==> src/rtl/hazard_pkg.sv <==
// ---------------------------------------------------------------------------
// hazard_pkg
// Shared definitions for the decode-stage hazard controller:
//   - ctrl_state_t : controller FSM states (RUN, FLUSH, MEM_WAIT)
//   - OP_*         : RV32I major opcodes needed for register-use decode
//   - REG_ADDR_W   : architectural register index width
// ---------------------------------------------------------------------------
package hazard_pkg;

  localparam int REG_ADDR_W = 5;

  localparam logic [6:0] OP_R      = 7'b0110011;
  localparam logic [6:0] OP_LOAD   = 7'b0000011;
  localparam logic [6:0] OP_STORE  = 7'b0100011;
  localparam logic [6:0] OP_BRANCH = 7'b1100011;
  localparam logic [6:0] OP_LUI    = 7'b0110111;
  localparam logic [6:0] OP_AUIPC  = 7'b0010111;
  localparam logic [6:0] OP_JAL    = 7'b1101111;

  // Encoding 2'd3 is unused; the FSM treats it as a corrupted state.
  typedef enum logic [1:0] {
    RUN      = 2'd0,
    FLUSH    = 2'd1,
    MEM_WAIT = 2'd2
  } ctrl_state_t;

endpackage

==> src/rtl/pipeline_hazard_ctrl_load_use_detect.sv <==
// ---------------------------------------------------------------------------
// load_use_detect
// Purely combinational load-use hazard detector. Flags when the load in E
// writes a register that the instruction in D actually reads.
// Ports:
//   InstrD    in  32          instruction in decode
//   MemReadE  in  1           instruction in E is a load
//   RdE       in  REG_ADDR_W  destination register of the instruction in E
//   load_use  out 1           D must wait one cycle for the load result
// ---------------------------------------------------------------------------
module load_use_detect
  import hazard_pkg::*;
(
  input  logic [31:0]           InstrD,
  input  logic                  MemReadE,
  input  logic [REG_ADDR_W-1:0] RdE,
  output logic                  load_use
);

  logic [6:0]            opcode;
  logic [REG_ADDR_W-1:0] rs1;
  logic [REG_ADDR_W-1:0] rs2;
  logic                  rs1Used;
  logic                  rs2Used;
  logic                  unusedInstrBits;

  assign opcode = InstrD[6:0];
  assign rs1    = InstrD[19:15];
  assign rs2    = InstrD[24:20];

  // funct/imm/rd fields play no part in hazard detection.
  assign unusedInstrBits = ^{InstrD[31:25], InstrD[14:7]};

  // The rs fields of U/J-type instructions hold immediate bits, and the rs2
  // field of I-type instructions is immediate too, so a match there would be
  // a false hazard.
  assign rs1Used = !(opcode inside {OP_LUI, OP_AUIPC, OP_JAL});
  assign rs2Used = opcode inside {OP_R, OP_STORE, OP_BRANCH};

  // x0 is hard-wired, so a load "to x0" never produces a dependency.
  assign load_use = MemReadE && (RdE != '0) &&
                    ((rs1Used && (RdE == rs1)) || (rs2Used && (RdE == rs2)));

endmodule

==> src/rtl/pipeline_hazard_ctrl.sv <==
// ---------------------------------------------------------------------------
// pipeline_hazard_ctrl
// Stall/flush controller for the IF/ID and ID/EX pipeline registers.
// Handles load-use hazards, taken-branch redirects (flushing for FLUSH_CYCLES
// cycles) and data-memory wait states, and keeps saturating performance
// counters of stalled and flushed cycles.
// Parameters:
//   FLUSH_CYCLES  cycles FlushD/FlushE stay high per taken branch (1..3)
//   CNT_W         performance counter width
// Ports:
//   clk, rst      clock, synchronous active-low reset
//   InstrD        instruction in decode
//   MemReadE, RdE load indication and destination register of E
//   BranchTakenM  branch resolved taken in M
//   mem_req       data-memory access in progress in M
//   mem_ready     data memory completes its access this cycle
//   StallF/D/E    hold PC, IF/ID, ID/EX
//   FlushD/E      clear IF/ID to NOP, inject bubble into ID/EX
//   ctrl_state    current FSM state
//   stall_cnt     saturating count of StallF cycles
//   flush_cnt     saturating count of FlushD cycles
// ---------------------------------------------------------------------------
module pipeline_hazard_ctrl
  import hazard_pkg::*;
#(
  parameter int FLUSH_CYCLES = 1,
  parameter int CNT_W        = 16
) (
  input  logic                  clk,
  input  logic                  rst,
  input  logic [31:0]           InstrD,
  input  logic                  MemReadE,
  input  logic [REG_ADDR_W-1:0] RdE,
  input  logic                  BranchTakenM,
  input  logic                  mem_req,
  input  logic                  mem_ready,
  output logic                  StallF,
  output logic                  StallD,
  output logic                  StallE,
  output logic                  FlushD,
  output logic                  FlushE,
  output logic [1:0]            ctrl_state,
  output logic [CNT_W-1:0]      stall_cnt,
  output logic [CNT_W-1:0]      flush_cnt
);

  // Cycles still to flush after the branch cycle itself.
  localparam logic [1:0]       FLUSH_RELOAD = 2'(FLUSH_CYCLES - 1);
  localparam logic [CNT_W-1:0] CNT_MAX      = {CNT_W{1'b1}};

  ctrl_state_t state;
  ctrl_state_t stateNext;
  logic [1:0]  flushLeft;
  logic [1:0]  flushLeftNext;
  logic        loadUse;
  logic        memStall;
  logic        applyRunRules;

  load_use_detect u_load_use_detect (
    .InstrD   (InstrD),
    .MemReadE (MemReadE),
    .RdE      (RdE),
    .load_use (loadUse)
  );

  assign memStall   = mem_req && !mem_ready;
  assign ctrl_state = state;

  // NOTE: every signal assigned here gets a default first; a path that left
  // one unassigned would infer a latch.
  always_comb begin
    stateNext     = state;
    flushLeftNext = flushLeft;
    applyRunRules = 1'b0;
    StallF        = 1'b0;
    StallD        = 1'b0;
    StallE        = 1'b0;
    FlushD        = 1'b0;
    FlushE        = 1'b0;

    case (state)
      RUN: begin
        if (memStall) begin
          // The M-stage access wins over everything: freeze the whole front.
          {StallF, StallD, StallE} = 3'b111;
          stateNext                = MEM_WAIT;
        end else begin
          applyRunRules = 1'b1;
        end
      end

      FLUSH: begin
        if (memStall) begin
          // Flushing is paused, not abandoned: counter holds its value.
          {StallF, StallD, StallE} = 3'b111;
        end else begin
          FlushD = 1'b1;
          FlushE = 1'b1;
          if (BranchTakenM) begin
            flushLeftNext = FLUSH_RELOAD;
          end else if (flushLeft <= 2'd1) begin
            flushLeftNext = 2'd0;
            stateNext     = RUN;
          end else begin
            flushLeftNext = flushLeft - 2'd1;
          end
        end
      end

      MEM_WAIT: begin
        if (!mem_ready) begin
          {StallF, StallD, StallE} = 3'b111;
        end else begin
          // The access completes now, so the pipeline moves this cycle and
          // any branch or load-use seen meanwhile is handled immediately.
          stateNext     = RUN;
          applyRunRules = 1'b1;
        end
      end

      default: begin
        stateNext     = RUN;
        flushLeftNext = 2'd0;
      end
    endcase

    if (applyRunRules) begin
      if (BranchTakenM) begin
        // The D instruction is wrong-path, so its load-use is irrelevant.
        FlushD = 1'b1;
        FlushE = 1'b1;
        if (FLUSH_CYCLES > 1) begin
          flushLeftNext = FLUSH_RELOAD;
          stateNext     = FLUSH;
        end
      end else if (loadUse) begin
        // The bubble clears MemReadE next cycle, so this lasts one cycle.
        StallF = 1'b1;
        StallD = 1'b1;
        FlushE = 1'b1;
      end
    end

    if (!rst) begin
      {StallF, StallD, StallE, FlushD, FlushE} = 5'b00000;
    end
  end

  // NOTE: state uses non-blocking assignments so every flop samples the
  // values from before this edge, independent of statement order.
  always_ff @(posedge clk) begin
    if (!rst) begin
      state     <= RUN;
      flushLeft <= 2'd0;
      stall_cnt <= '0;
      flush_cnt <= '0;
    end else begin
      state     <= stateNext;
      flushLeft <= flushLeftNext;
      if (StallF && (stall_cnt != CNT_MAX)) begin
        stall_cnt <= stall_cnt + CNT_W'(1);
      end
      if (FlushD && (flush_cnt != CNT_MAX)) begin
        flush_cnt <= flush_cnt + CNT_W'(1);
      end
    end
  end

endmodule

==> config.mk <==
export PLATFORM = sky130hd
export DESIGN_NAME = pipeline_hazard_ctrl
export DESIGN_NICKNAME = d
export VERILOG_FILES = /design/src/rtl/hazard_pkg.sv /design/src/rtl/pipeline_hazard_ctrl_load_use_detect.sv /design/src/rtl/pipeline_hazard_ctrl.sv
export SDC_FILE = /design/constraint.sdc
export NUM_CORES = 1
export LEC_CHECK = 0
export CORE_MARGIN = 10
export CORE_UTILIZATION = 35
export CTS_BUF_LIST = sky130_fd_sc_hd__clkbuf_16
export DETAILED_ROUTE_END_ITERATION = 16
export DONT_BUFFER_PORTS = 1
export REMOVE_ABC_BUFFERS = 1
export SYNTH_ARGS = -nofsm -noshare
export SYNTH_HDL_FRONTEND = slang
export SYNTH_HIERARCHICAL = 1
export SYNTH_SLANG_ARGS = --single-unit
==> constraint.sdc <==
create_clock -name clk -period 2.45 [get_ports clk]
set_input_delay 0.245 -clock clk [delete_from_list [all_inputs] [get_ports clk]]
set_output_delay 0.245 -clock clk [all_outputs]
set_load 0.02 [all_outputs]
* Yosys cells after proc, flatten, opt, wreduce, memory -nomap -nowiden
Cells that the tools add are included.
** Storage, ports and cells
- Register bits after elaboration :: 36
- Output and inout port bits :: 39
- Word-level logic and storage cells :: 73
** Cells by class
- $add $sub $neg :: 3
- Magnitude comparators :: 1
- Equal/unequal tests :: 17
- Mux-type cells :: 29
- Bitwise logic cells :: 1
- Reductions and logical operators :: 18
** Operator list (count)
- adder 16 x 1 -> 16 bit (second input constant) :: 2
- != test 16 bit (second input constant) :: 2
- equality test 7 x 6 -> 1 bit (second input constant) :: 3
- two-way mux 1 bit :: 17
- two-way mux 2 bit :: 8
- equality test 7 bit (second input constant) :: 2
- equality test 5 bit :: 2
- != test 2 bit (second input constant) :: 5
- equality test 7 x 5 -> 1 bit (second input constant) :: 1
- logical AND 1 bit :: 7
- case mux 2 bit (3 select lines) :: 1
- nonzero test 3 bit :: 2
- AND reduction 5 bit :: 1
- nonzero test 5 bit :: 1
- case mux 1 bit (2 select lines) :: 2
- case mux 2 bit (2 select lines) :: 1
- OR reduction 2 bit :: 2
- equality test 2 x 1 -> 1 bit (second input constant) :: 1
- equality test 2 bit (second input constant) :: 1
- less-or-equal comparator 2 x 1 -> 1 bit (second input constant) :: 1
- logical NOT 1 bit :: 2
- logical NOT 2 bit :: 1
- AND reduction 2 bit :: 1
- subtractor 2 x 1 -> 2 bit (second input constant) :: 1
- 2 further kinds :: 2

* Longest topological paths before layout
Gate-level depths: netlist of the first run.
- Depth after elaboration :: 11
- Mapped depth :: 9
- Gate-level depth less buffers :: 9

* Cells and area by module
Netlist of the first run, hierarchy kept.
** Modules (own cells, without submodules)
- pipeline_hazard_ctrl :: instances 1, cells an instance 189, area an instance 1611.5 sq um
- load_use_detect :: instances 1, cells an instance 23, area an instance 170.2 sq um

* Worst setup path before layout of the first run
OpenSTA, ideal clock, no wires.
- Kind :: input to register
- Start point :: input InstrD[2]
- End point :: register stall_cnt[13]
- Library setup time :: 0.128 ns
- Arrival time :: 2.025 ns
- Path slack :: 0.297 ns
- Stages on the path :: 9
- Path buffers :: 0
- Cell sequence :: nand4b_1 > a211oi_1 > nand4_1 > a21oi_1 > nand2b_1 > a211o_4 > or4_4 > xor2_1 > nor2_1
** Between the ends
- Cells in the longest elaborated chain, start to end :: 11
- Elaborated cells on any way between the ends :: 18
** RTL lines
- start, declared :: RTL line pipeline_hazard_ctrl.sv:31 : input logic [31:0] InstrD,
- equality test 7 x 6 -> 1 bit (tied with other cells) :: RTL line pipeline_hazard_ctrl_load_use_detect.sv:37 : assign rs1Used = !(opcode inside {OP_LUI, OP_AUIPC, OP_JAL});
- nonzero test 3 bit :: RTL line pipeline_hazard_ctrl_load_use_detect.sv:37
- logical NOT 1 bit :: RTL line pipeline_hazard_ctrl_load_use_detect.sv:37
- logical AND 1 bit :: RTL line pipeline_hazard_ctrl_load_use_detect.sv:42 : ((rs1Used && (RdE == rs1)) || (rs2Used && (RdE == rs2)));
- logical OR 1 bit * :: RTL line pipeline_hazard_ctrl_load_use_detect.sv:42
- logical AND 1 bit * :: RTL line pipeline_hazard_ctrl_load_use_detect.sv:41 : assign load_use = MemReadE && (RdE != '0) &&
- via loadUse :: RTL line pipeline_hazard_ctrl.sv:55 : logic loadUse;
- two-way mux 1 bit * :: RTL line pipeline_hazard_ctrl.sv:136 : end else if (loadUse) begin
- two-way mux 1 bit * :: RTL line pipeline_hazard_ctrl.sv:128 : if (BranchTakenM) begin
- two-way mux 1 bit * :: RTL line pipeline_hazard_ctrl.sv:127 : if (applyRunRules) begin
- two-way mux 1 bit * :: RTL line pipeline_hazard_ctrl.sv:144 : if (!rst) begin
- logical AND 1 bit * :: RTL line pipeline_hazard_ctrl.sv:160 : if (StallF && (stall_cnt != CNT_MAX)) begin
- end signal, assigned :: RTL line pipeline_hazard_ctrl.sv:161 : stall_cnt <= stall_cnt + CNT_W'(1);
- end, declared :: RTL line pipeline_hazard_ctrl.sv:43 : output logic [CNT_W-1:0] stall_cnt,
Mark *: on every way through the listed nets, which the timed path passes. The rest lies on a longest branch.
A chain may end at the register's enable or synchronous reset.

* Final worst setup path of the first run
Same ends and word-level chain as after synthesis.

==> results.json, run 1 <==
{
  "status": "complete, no violations",
  "gp_congestion": 0.822,
  "cp_slowest_cell": "or4_4",
  "hold_violations": 0,
  "grt_pass1_vias": 1459,
  "cp_top_family": "simple AND/OR/NAND/NOR gates",
  "reg2reg_setup_slack_ps": 490,
  "cp_max_fo": 8,
  "detail_route.wl_per_cell_microns": 15.9,
  "seq_power_share_pct": 45.8,
  "r2r.worst_path.cells": 5,
  "async_reset_ff_share_pct": 0,
  "p_clk_share_pct": 48.7,
  "vias_per_cell": 5.25,
  "synth_cell_types": 40,
  "synthXorXnorAreaFrac_pct": 11.3,
  "swShare_pct": 22.3,
  "critPathBufInv": 0,
  "final_layout_size_suffix_gt1_share_pct": 12.5,
  "max_slew.worst_pin.slew_ps": 502,
  "overflow": 0,
  "worstPathArrival_ps": 2270,
  "cp.depth": 9,
  "ir_drop_uv": 358,
  "yosys.area_share.adder_pct": 1.40,
  "cts-root-buf": "clkbuf_16",
  "setup_viol": 0,
  "leakagePower_nw": 0.833,
  "synth_top_family_by_area": "simple AND/OR/NAND/NOR gates",
  "drv_slew": 0,
  "postCtsSetupRepairBufs": 0,
  "cp_cell_sequence": "nand4b_1 -> a211oi_1 -> nand4_1 -> a21oi_1 -> nand2b_1 -> a211o_4 -> or4_4 -> xor2_1 -> nor2_1",
  "clk_latency_ps": 270,
  "dieArea_sq_um": 8340,
  "endpoint_kind": "flip-flop",
  "io-pin-count": 82,
  "rsz0062_at_grt": "no",
  "required_ps": 2610,
  "num_antenna_cells": 0,
  "cts_tree": "built",
  "syn_area_sq_um": 1780,
  "startpoint": "InstrD[2]",
  "tns_ps": 0,
  "grt_max_degree": 23,
  "syn-instance-count": 212,
  "crit_type": "in -> reg",
  "final_common_cell": "dfxtp_1",
  "dpl.hpwl_microns": 3610,
  "maxCapViolations": 0,
  "antenna_left": 0,
  "area_growth_pct": 18.3,
  "yosys.area_share.simple_pct": 30.2,
  "drt-total-wl_microns": 4760,
  "cts_htree_levels": 2,
  "post-route-drc-count": 0,
  "post-synth-top-area-fraction_pct": 37.1,
  "period_minus_slack_ps": 2110,
  "layout.nets": 276,
  "cts.path.max_buffers": 2,
  "ctsResizeCount": 0,
  "clk_transition_reported_paths_ps": 50,
  "worst_setup_path_start_kind": "input port",
  "endpoint": "stall_cnt[13]",
  "drtIter0Drc": 75,
  "regToRegEndpoint": "flush_cnt[6]",
  "synth_area_leaders": "dfxtp_1 37%, xnor2_1 7.9%, mux2i_1 6.7%",
  "io_buffers": 0,
  "vias": 1570,
  "dp.cells": 291,
  "p_comb_share_pct": 5.5,
  "die_width_microns": 91.4,
  "synth-edff-count": 0,
  "seq_area_frac_synth_pct": 37.1,
  "die_h_microns": 91.4,
  "fmax_mhz": 475,
  "firstDrtPassIters": 4,
  "p_int_mw": 0.936,
  "track_usage_pct": 11.0,
  "fin_crit_sh_pct": 86.0,
  "initial_core_util_pct": 37.0,
  "slew_headroom_pct": 66.4,
  "critPathMaxStageDelay_ps": 520,
  "hold_path.class": "in -> reg",
  "yosysWarnings": 6,
  "ys_ff_latch": 33,
  "rr_startpoint": "ctrl_state[1]",
  "ctsHoldBuffers": 0,
  "layoutNonFillerInstCount": 299,
  "placementRows": 25,
  "grt_antenna_before_repair": 0,
  "synth-compound-area-share_pct": 10.1,
  "power.density_nw_per_um2": 572,
  "muxShareOfSynthArea_pct": 6.74,
  "grt_first_pass_wirelength_microns": 7710,
  "cts_buffers": 5,
  "cts.sinks": 33,
  "avgSynthCellArea_sq_um": 8.40,
  "layout_common_cells": "33 x dfxtp_1, 29 x nand2_1, 20 x nor2_1",
  "synth_ff_type": "dfxtp_1",
  "fp.coreArea_sq_um": 4820,
  "clock_skew_ps": 4.88,
  "p_switching_mw": 0.269,
  "fillerInstances": 500,
  "yosysTopAreaCell": "dfxtp_1"
}
-- final cells by class --
| cell class | instances | area (sq um) | area share [%] |
|---|---|---|---|
| Multi-Input combinational cell | 167 | 1070 | 50.7 |
| Sequential cell | 33 | 661 | 31.3 |
| Timing Repair Buffer | 18 | 135 | 6.41 |
| Clock buffer | 5 | 125 | 5.93 |
| Tap cell | 67 | 83.8 | 3.98 |
| Inverter | 6 | 22.5 | 1.07 |
| Clock inverter | 3 | 12.5 | 0.593 |
-- logic make-up after synthesis --
family	Yosys count
fa+ha+maj	2
xor+xnor	23
flops	33
other cells	1
simple gates	106
buf+inv	12
mux	12
compound gates	23
-- worst min-delay path by stage --
stage,from,endpoint,depth (start not counted)
floorplan,rst,stall_cnt[10],1
global placement,rst,stall_cnt[10],1
detailed placement,rst,stall_cnt[9],1
CTS,rst,stall_cnt[9],1
global route,rst,stall_cnt[10],1
finish,rst,stall_cnt[9],1
-- power groups by stage --
stage	clock network (mW)	registers (mW)	logic (mW)
final	0.586	0.552	0.0665
after detailed placement	0	0.564	0.0673
after global placement	0	0.563	0.0667
after floorplan	0	0.565	0.0482
after global routing	0.625	0.552	0.0745
after CTS	0.605	0.552	0.0674
-- per-stage QoR --
step / setup WS, ps / total power [mW] / utilization [%] / area, sq um / hold slack, ps
after floorplan: 290 / 0.614 / - / 1750 / 376
after global placement: 110 / 0.630 / 40.9 / 1970 / 384
after detailed placement: 43.8 / 0.631 / 40.9 / 1970 / 387
after CTS: 328 / 1.22 / 43.8 / 2110 / 98.5
after global routing: 203 / 1.25 / 43.8 / 2110 / 96.4
final: 343 / 1.20 / 43.8 / 2110 / 108
-- cells in the mapped netlist (all sizes together), types with 2 or more instances --
cell    number
a21oi        3
a31oi        2
and3         4
and4         2
buf          2
clkbuf       4
dfxtp       33
ha           2
inv          6
mux2i       12
nand2       29
nand2b       3
nand3       13
nand4       12
nand4b       2
nor2        20
nor3        10
nor4         7
o211a        2
o21ai        5
o21bai       2
or4          2
xnor2       16
xor2         7
-- sequential cells by signal, indices dropped and copies added (netlist names) --
register,count
flush_cnt,16
stall_cnt,16
ctrl_state,1
-- per-layer routing --
layer  global-route usage (%)  share of wire [%]  up-vias
li1                         -                  -      804
met1                     13.1                 44      707
met2                     16.8                 45       55
met3                     5.35                 10        4
met4                     3.66               0.94        0
met5                        0                  0        -
Power figures use the tool's default switching activity.
==> run 2: changes to the inputs <==
==> constraint.sdc (replaced) <==
create_clock -name clk -period 2.45 [get_ports clk]
set_input_delay 0.1225 -clock clk [delete_from_list [all_inputs] [get_ports clk]]
set_output_delay 0.1225 -clock clk [all_outputs]
set_load 0.02 [all_outputs]
==> results.json, run 2 (synthesized netlist as in run 1, its figures left out) <==
{
  "status": "complete, no violations",
  "rr_startpoint": "ctrl_state[1]",
  "io_buffers": 0,
  "required_ps": 2600,
  "postCtsSetupRepairBufs": 0,
  "cts_tree": "built",
  "worst_setup_path_start_kind": "input port",
  "overflow": 0,
  "drt-total-wl_microns": 4850,
  "endpoint_kind": "flip-flop",
  "dp.cells": 288,
  "ir_drop_uv": 269,
  "dieArea_sq_um": 8340,
  "place_area_sq_um": 1950,
  "cts_htree_levels": 2,
  "drtIter0Drc": 164,
  "area_growth_pct": 18.2,
  "layout_common_cells": "33 x dfxtp_1, 29 x nand2_1, 20 x nor2_1",
  "gp_congestion": 0.818,
  "setup_viol": 0,
  "firstDrtPassIters": 4,
  "cts_buffers": 5,
  "antenna_left": 0,
  "clock_skew_ps": 3.63,
  "crit_type": "in -> reg",
  "num_antenna_cells": 0,
  "vias": 1601,
  "post-route-drc-count": 0,
  "leakagePower_nw": 0.825,
  "clk_latency_ps": 270,
  "track_usage_pct": 11.8,
  "placementRows": 25,
  "cts-root-buf": "clkbuf_16",
  "cp_max_fo": 8,
  "grt_antenna_before_repair": 0,
  "drv_slew": 0,
  "rsz0062_at_grt": "no",
  "hold_path.class": "in -> reg",
  "layoutNonFillerInstCount": 298,
  "period_minus_slack_ps": 1960,
  "worstPathArrival_ps": 2110,
  "post-route-cell-area_sq_um": 2110,
  "cts.sinks": 33,
  "fp.coreArea_sq_um": 4820,
  "final_common_cell": "dfxtp_1",
  "detail_route.wl_per_cell_microns": 16.3,
  "dpl.hpwl_microns": 3620,
  "hold_violations": 0,
  "grt_pass1_vias": 1584,
  "die_h_microns": 91.4,
  "startpoint": "InstrD[2]",
  "fin_crit_sh_pct": 79.9,
  "ctsResizeCount": 0,
  "cts.path.max_buffers": 2,
  "slew_headroom_pct": 57.5,
  "io-pin-count": 82,
  "max_slew.worst_pin.slew_ps": 635,
  "fmax_mhz": 511,
  "hp-start": "rst",
  "maxCapViolations": 0,
  "clk_transition_reported_paths_ps": 50,
  "vias_per_cell": 5.37,
  "final_layout_size_suffix_gt1_share_pct": 11.3,
  "initial_core_util_pct": 37.0,
  "tns_ps": 0,
  "finalPower_mw": 1.21,
  "layout.nets": 275,
  "grt_max_degree": 16,
  "grt_first_pass_wirelength_microns": 8270,
  "fin_util_pct": 43.7,
  "die_width_microns": 91.4,
  "power.density_nw_per_um2": 576
}
## run 2: changes by cell type in the layout (fill, tap and decap cells not counted)
cell and delta:
buf_4 -3, dlygate4sd3_1 +2
## run 2: path summary, 6_finish.rpt
path | endpoint | slack (ps) | cells past startpoint
setup reg to reg | flush_cnt[3] | 510 | 5
hold reg to reg | stall_cnt[1] | 560 | 3
setup / recovery | stall_cnt[13] | 490 | 9
hold / removal | stall_cnt[3] | 10 | 2
## run 2: area by class of cell
| cell class | instances | area (sq um) |
|---|---|---|
| Fill cell | 513 | 2710 |
| Multi-Input combinational cell | 167 | 1070 |
| Sequential cell | 33 | 661 |
| Timing Repair Buffer | 17 | 133 |
| Clock buffer | 5 | 125 |
| Tap cell | 67 | 83.8 |
| Inverter | 6 | 22.5 |
| Clock inverter | 3 | 12.5 |
## run 2: routing by layer
layer	GRT usage (%)	vias up	share of wire [%]
li1	-	797	-
met1	13.5	741	44
met4	4.70	0	1.4
met3	5.76	5	11
met2	18.6	58	44
met5	0	-	0
## run 2: where the power goes
part	switching (mW)	internal, mW	leakage, nW	total [mW]
combinational	0.0446	0.0279	0.491	0.0726
sequential	0.00975	0.542	0.266	0.552
clock	0.222	0.367	0.0687	0.589
## run 2: critical path, stage by stage
cell and delay [ps]:
nand4b_1 160, a211oi_1 260, nand4_1 120, a21oi_1 230
nand2b_1 120, a211o_4 390, or4_4 520, xor2_1 140
nor2_1 50
## run 2: timing repair
item / in CTS / in global routing
setup endpoints to repair: 0 / 0
hold endpoints to repair: 14 / 0
hold buffers: 2 / 0
## run 2: metrics by stage
| stage | worst slack, ps | hold WS (ps) |
|---|---|---|
| after detailed placement | 208 | 262 |
| after global routing | 280 | 28.4 |
| after floorplan | 412 | 254 |
| final | 493 | 13.7 |
| after CTS | 468 | 5.05 |
| after global placement | 227 | 262 |
